--- src/rtl/writeback_stage.sv ---
// Writeback stage: selects the retiring result and drives the register-file write port.
// Loads wait for memory data with a bounded timeout.
module writeback_stage #(
    parameter int DATA_W      = 16,
    parameter int REG_ADDR_W  = 3,
    parameter int CNT_W       = 16,
    parameter int MEM_TIMEOUT = 15
) (
    input  logic                  inp_clk,
    input  logic                  inp_rst_n,
    input  logic                  inp_valid,
    output logic                  out_ready,
    input  logic                  inp_flush,
    input  logic                  inp_regWriteEn,
    input  logic [REG_ADDR_W-1:0] inp_dest,
    input  logic [1:0]            inp_wbSel,
    input  logic [DATA_W-1:0]     inp_aluResult,
    input  logic [DATA_W-1:0]     inp_pc,
    input  logic [7:0]            inp_imm8,
    input  logic                  inp_memValid,
    input  logic [DATA_W-1:0]     inp_memData,
    output logic                  out_flagWrite,
    output logic [REG_ADDR_W-1:0] out_regWrite,
    output logic [DATA_W-1:0]     out_dataWrite,
    output logic                  out_memTimeout,
    output logic [CNT_W-1:0]      out_retireCount
);

    localparam int TW = $clog2(MEM_TIMEOUT + 1);
    localparam logic [TW-1:0] TMO_MAX = TW'(MEM_TIMEOUT);

    typedef enum logic {IDLE, WAIT_MEM} state_t;

    state_t                state_q, state_d;
    logic [TW-1:0]         tmo_q, tmo_d, tmo_inc;
    logic [REG_ADDR_W-1:0] dest_q, wr_dest;
    logic                  we_q;
    logic                  accept, latch, retire, wr_en, abort;
    logic [DATA_W-1:0]     result, wr_data;

    assign out_ready = (state_q == IDLE);
    assign accept    = inp_valid && out_ready && !inp_flush;
    assign tmo_inc   = tmo_q + TW'(1);

    always_comb begin
        result = inp_aluResult;
        unique case (inp_wbSel)
            2'b10:   result = inp_pc + DATA_W'(1);
            2'b11:   result = {inp_imm8, {(DATA_W-8){1'b0}}};
            default: result = inp_aluResult;
        endcase
    end

    always_comb begin
        state_d = state_q;
        tmo_d   = tmo_q;
        latch   = 1'b0;
        retire  = 1'b0;
        wr_en   = 1'b0;
        abort   = 1'b0;
        wr_dest = dest_q;
        wr_data = result;
        unique case (state_q)
            IDLE: begin
                if (accept) begin
                    latch = 1'b1;
                    if (inp_wbSel == 2'b01) begin
                        state_d = WAIT_MEM;
                        tmo_d   = '0;
                    end else begin
                        retire  = 1'b1;
                        wr_en   = inp_regWriteEn && (inp_dest != '0);
                        wr_dest = inp_dest;
                    end
                end
            end
            WAIT_MEM: begin
                // flush beats data, data beats timeout
                if (inp_flush) begin
                    state_d = IDLE;
                end else if (inp_memValid) begin
                    state_d = IDLE;
                    retire  = 1'b1;
                    wr_en   = we_q && (dest_q != '0);
                    wr_data = inp_memData;
                end else if (tmo_inc == TMO_MAX) begin
                    state_d = IDLE;
                    abort   = 1'b1;
                end else begin
                    tmo_d = tmo_inc;
                end
            end
            default: state_d = IDLE;
        endcase
    end

    always_ff @(posedge inp_clk or negedge inp_rst_n) begin
        if (!inp_rst_n) begin
            state_q         <= IDLE;
            tmo_q           <= '0;
            dest_q          <= '0;
            we_q            <= 1'b0;
            out_flagWrite   <= 1'b0;
            out_regWrite    <= '0;
            out_dataWrite   <= '0;
            out_memTimeout  <= 1'b0;
            out_retireCount <= '0;
        end else begin
            state_q        <= state_d;
            tmo_q          <= tmo_d;
            out_flagWrite  <= wr_en;
            out_memTimeout <= abort;
            if (latch) begin
                dest_q <= inp_dest;
                we_q   <= inp_regWriteEn;
            end
            if (wr_en) begin
                out_regWrite  <= wr_dest;
                out_dataWrite <= wr_data;
            end
            if (retire) begin
                out_retireCount <= out_retireCount + CNT_W'(1);
            end
        end
    end

endmodule

--- config.mk ---
export PLATFORM = sky130hd
export DESIGN_NAME = writeback_stage
export DESIGN_NICKNAME = d
export VERILOG_FILES = /design/src/rtl/writeback_stage.sv
export SDC_FILE = /design/constraint.sdc
export NUM_CORES = 1
export LEC_CHECK = 0
export BUFFER_PORTS_ARGS = -buffer_cell sky130_fd_sc_hd__buf_2
export CAP_MARGIN = 20
export CORE_AREA = 2 2 54 106
export CTS_CLUSTER_SIZE = 30
export DETAILED_ROUTE_END_ITERATION = 6
export DIE_AREA = 0 0 56 108
export GPL_ROUTABILITY_DRIVEN = 0
export PLACE_DENSITY = 0.86
export SETUP_SLACK_MARGIN = 0.02
export SLEW_MARGIN = 5
export SYNTH_ARGS = -nofsm -noshare
export SYNTH_HDL_FRONTEND = slang
export SYNTH_SLANG_ARGS = --single-unit
export TNS_END_PERCENT = 30
--- constraint.sdc ---
create_clock -name inp_clk -period 2.9 [get_ports inp_clk]
set_clock_uncertainty 0.05 [all_clocks]
set_input_delay 0 -clock inp_clk [delete_from_list [all_inputs] [get_ports inp_clk]]
set_output_delay 0 -clock inp_clk [all_outputs]
set_load 0.005 [all_outputs]
* Yosys cells after proc, flatten, opt, wreduce, memory -nomap -nowiden *
Index checks and enable logic that the tools add are counted.

storage, ports and cells
  register bits = 46
  output and inout port bits = 38
  word-level logic and storage cells = 65

operators by class
  eq/ne operators = 9
  muxes and demuxes = 35
  add/subtract/negate cells = 3
  bitwise operators = 1
  reduce and logical (&&, ||, !) cells = 8

operators by type and width
  kind                                                                     count
  16-bit two-way mux                                                       3
  16-bit by 1-bit adder with 16-bit output, second input constant          2
  16-bit case mux with 2 select lines                                      1
  4-bit two-way mux                                                        5
  1-bit two-way mux                                                        19
  3-bit two-way mux                                                        3
  4-bit case mux with 2 select lines                                       1
  2-bit inequality test, second input constant                             3
  1-bit case mux with 2 select lines                                       3
  3-bit nonzero test                                                       2
  5-bit AND reduction                                                      1
  4-bit by 1-bit adder with 4-bit output, second input constant            1
  2-bit equality test, second input constant                               2
  4-bit equality test, second input constant                               1
  1-bit logical AND                                                        4
  2-bit by 1-bit inequality test with 1-bit output, second input constant  2
  2-bit by 1-bit equality test with 1-bit output, second input constant    1
  1-bit logical NOT                                                        1
  1-bit NOT                                                                1

* Depth between registers and ports, before layout *
  depth after elaboration = 6
  mapped depth = 9

* Worst setup path after synthesis *
No wires, ideal clock.

  path type = flip-flop to flip-flop
  start point = register state_q
  end point = register out_dataWrite[3]
  data arrival time = 1.411 ns
  setup slack = 1.307 ns
  clock period less this slack = 1.593 ns
  stages on the path, launching flop included = 8
  required time = 2.718 ns
  cell sequence = dfrtp_1 > nor3b_4 > nand4_1 > o21a_1 > buf_6 > buf_2 > nand2_1 > o21ai_0

between the ends
  word-level cells in the longest chain between the ends = 5

RTL lines
  element                             line  RTL
  start: declaration                  34    state_t state_q, state_d;
  start signal: assignment            109   state_q <= state_d;
  1-bit NOT                           n/a
  1-bit logical AND (2 in series)     42    assign accept = inp_valid && out_ready && !inp_flush;
  1-bit two-way mux                   65    if (accept) begin
  1-bit case mux with 2 select lines  63    unique case (state_q)
  end signal: assignment              119   out_dataWrite <= wr_data;
  end: declaration                    24    output logic [DATA_W-1:0] out_dataWrite,

Parallel ways exist; a longest one is shown, timed or not.
A chain may end at the register's enable or synchronous reset.

* Worst setup path after layout *
Same ends and word-level chain as after synthesis.

==> impl_metrics.ini <==
[power]
p_total_mw = 1.73
power_density_mw_per_mm2 = 493
power.static_leakage_nw = 1.66
worst_ir_drop_vdd_mv = 0.460

[clock_network]
hold_fix_buffers_cts = 21
postCtsSetupRepairBufs = 0
cts_buffer_depth = 2
cts_sinks = 46
clkSlewWorstSetupHoldPaths_ps = 90
cts_htree_levels = 2
cts_tree = yes
root_buffer_cell = clkbuf_8
cts_made_buffers = 5
post_cts_sizing_count = 0
clk_latency_ps = 300

[logic_synthesis]
synth_fp_nets = 341
synth_edf_count = 0
synth_largest_area_cell = dfrtp_1
avgSynthCellArea_sq_um = 9.88
mappedNetlistArea_sq_mm = 0.00267
post_synth_inst_count = 270
seq_area_frac_synth_pct = 43.2
synth_largest_type_area_fraction_pct = 43.2
post_synth_num_cell_types = 51
async_reset_ff_share_pct = 100
yosys_register_bits = 46
post_synth_main_area_contributors = dfrtp_1 43%, xnor2_1 5.3%, xor2_1 4.3%, nand2_1 3.7%, a221o_1 3.4%
synth_flop_cell = dfrtp_1
yosysWarningCount = 0

[critical_path]
worst_path_most_repeated_cell = o21ai_0
reg2reg_setup_slack_ps = 320
slowest_stage = dlygate4sd3_1
endpoint_kind = flop
worst-r2r-cell-count = 7
worstReg2RegStart = state_q
timing.critical_path.from_type = flop
regToRegEndpoint = out_dataWrite[3]
critical-path-top-delay-family = buffers and inverters
path_cells = nor3b_4, nand4_1, o21a_1, inv_6, o21ai_0, o21ai_0, dlygate4sd3_1
worst_path_largest_cell_delay_ps = 580
arrival_ps = 2760
timing_worst_setup_path_type = flop to flop
required_ps = 3080
critPathMaxFanout = 21
critical_path.n_buffers_inverters = 2

[timing]
rsz0062_at_grt = no
setup_total_negative_slack_ps = 0
tightest_slew_ps = 612
timing.fmax_mhz = 387
max_transition_viols_final = 0
maxSlewHeadroom_pct = 59.2
final_period_minus_worst_setup_slack_ps = 2580
final_hold_viol_count = 0
timing.final.setup_violations = 0
fin_crit_sh_pct = 89.1

[routing]
route.antenna.remaining_nets = 0
drt-total-wl_mm = 7.24
drc_errors = 0
routed_wire_length_per_instance_microns = 16.0
detailedRoute.firstPassIterationCount = 4
vias_per_cell = 5.77
initialDrtViolationCount = 80
detailroute.via_count = 2608

[global_routing]
antenna_found_initial = 0
grt_pass1_vias = 2607
grt_total_usage_pct = 24.5
grt_pass1_wl_mm = 11.7
global_route.overflow_total = 0
pin_count_of_the_biggest_net_entering_global_routing = 47

[die]
fp.dieArea_sq_mm = 0.00605
die_width_microns = 56
floorplan.initialDensity_pct = 51.4
fp.dieH_microns = 108
rows = 37
pin_count = 105
core_area_sq_mm = 0.00518

[run_status]
run_status = complete, no violations

[layout]
nNetsFinal = 464
utilization_pct = 67.8
area_overhead_vs_synth_pct = 31.9
post-route-cell-area_sq_mm = 0.00352
ant_diodes = 0
drive_above_1_share_pct = 32.7
final.fill_count = 416

[min_path]
hold_path.class = input pin to flop
holdPathEnd = out_dataWrite[6]
hold_path.startpoint = inp_aluResult[6]
min_path_cells = 3

[placed_design]
detailedPlacementHpwl_mm = 5.40
postPlaceCellArea_sq_mm = 0.00319
buffer_ports.inserted = 104

[job]
max_cap_violations = 0
[power breakdown]
group	switching (mW)	internal (mW)	total, mW
logic	0.220	0.246	0.466
clock network	0.218	0.192	0.410
registers	0.102	0.756	0.857
total	0.540	1.19	1.73
[cell usage after synthesis (4+ instances only)]
cell type  number
nor2_1         14
clkbuf_1        5
a31oi_1         6
ha_1            4
nand3_1        16
o211ai_1        5
nand2b_1        4
inv_1           5
a21oi_1         4
a221o_1         9
mux2_2          4
dfrtp_1        46
o21ai_1        12
o21ai_0        16
a221oi_1        6
xnor2_1        16
nand4_1         8
xor2_1         13
nand2_1        26
nor4_1          5
[layout by cell type, fill, tap and decap left out, types with 8 or more instances in the layout]
cell type and count:
o21ai_1 12, a221o_1 9, xnor2_1 16, nand4_1 8, nand2_1 26, nor2_1 14
o21ai_0 16, xor2_1 13, nand3_1 16, buf_2 104, dlygate4sd3_1 21, dfrtp_1 46
[cell type report]
| type | count | area (sq um) | area share (%) |
|---|---|---|---|
| clock buffer | 6 | 82.6 | 2.35 |
| inverter | 7 | 31.3 | 0.889 |
| sequential | 46 | 1150 | 32.7 |
| tap | 58 | 72.6 | 2.06 |
| timing repair buffer | 128 | 766 | 21.8 |
| multi-input combinational | 205 | 1400 | 39.8 |
| clock inverter | 2 | 12.5 | 0.356 |
[cell families after synthesis]
group / synth area share [%]
buffers and inverters: 4.27
adders and majority gates: 1.88
xor gates and xnor gates: 9.53
muxes: 3.24
and+or+nand+nor: 19.7
DFF: 43.2
AOI/OAI and AO/OA: 18.3
[flip-flops by register name, summed over array words and instances, names as in the netlist]
name / count
we_q: 1
dest_q: 3
out_memTimeout: 1
state_q: 1
out_flagWrite: 1
out_dataWrite: 16
out_retireCount: 16
tmo_q: 4
out_regWrite: 3
[worst register-to-register path, delay by kind of cell, from the launching register on]
family,cells,cell delay [ps]
AOI/OAI and AO/OA,3,640
buffers and inverters,2,830
DFF,1,440
and+or+nand+nor,2,560
[per-stage QoR]
step	hold WS, ps	instances	setup WS (ps)
2_1_floorplan	-346	270	1310
3_3_place_gp	159	422	1040
3_5_place_dp	178	422	943
4_1_cts	1.76	451	389
5_1_grt	14.1	452	143
6_report	2.00	452	316
[routing by layer]
metal	track usage [%]	share of wire, %
met5	0	0
met4	13.9	4.9
met3	3.83	4.6
met2	44.4	54
met1	26.6	37
[how the worst max path moves through the flow]
stage / from / endpoint / cells past startpoint
final: state_q / out_dataWrite[3] / 7
after global routing: state_q / out_dataWrite[3] / 7
after CTS: state_q / out_dataWrite[3] / 7
after detailed placement: state_q / out_dataWrite[3] / 6
after global placement: state_q / out_dataWrite[3] / 6
after floorplan: state_q / out_dataWrite[3] / 7
No activity file was read; power rests on OpenSTA's default activity.
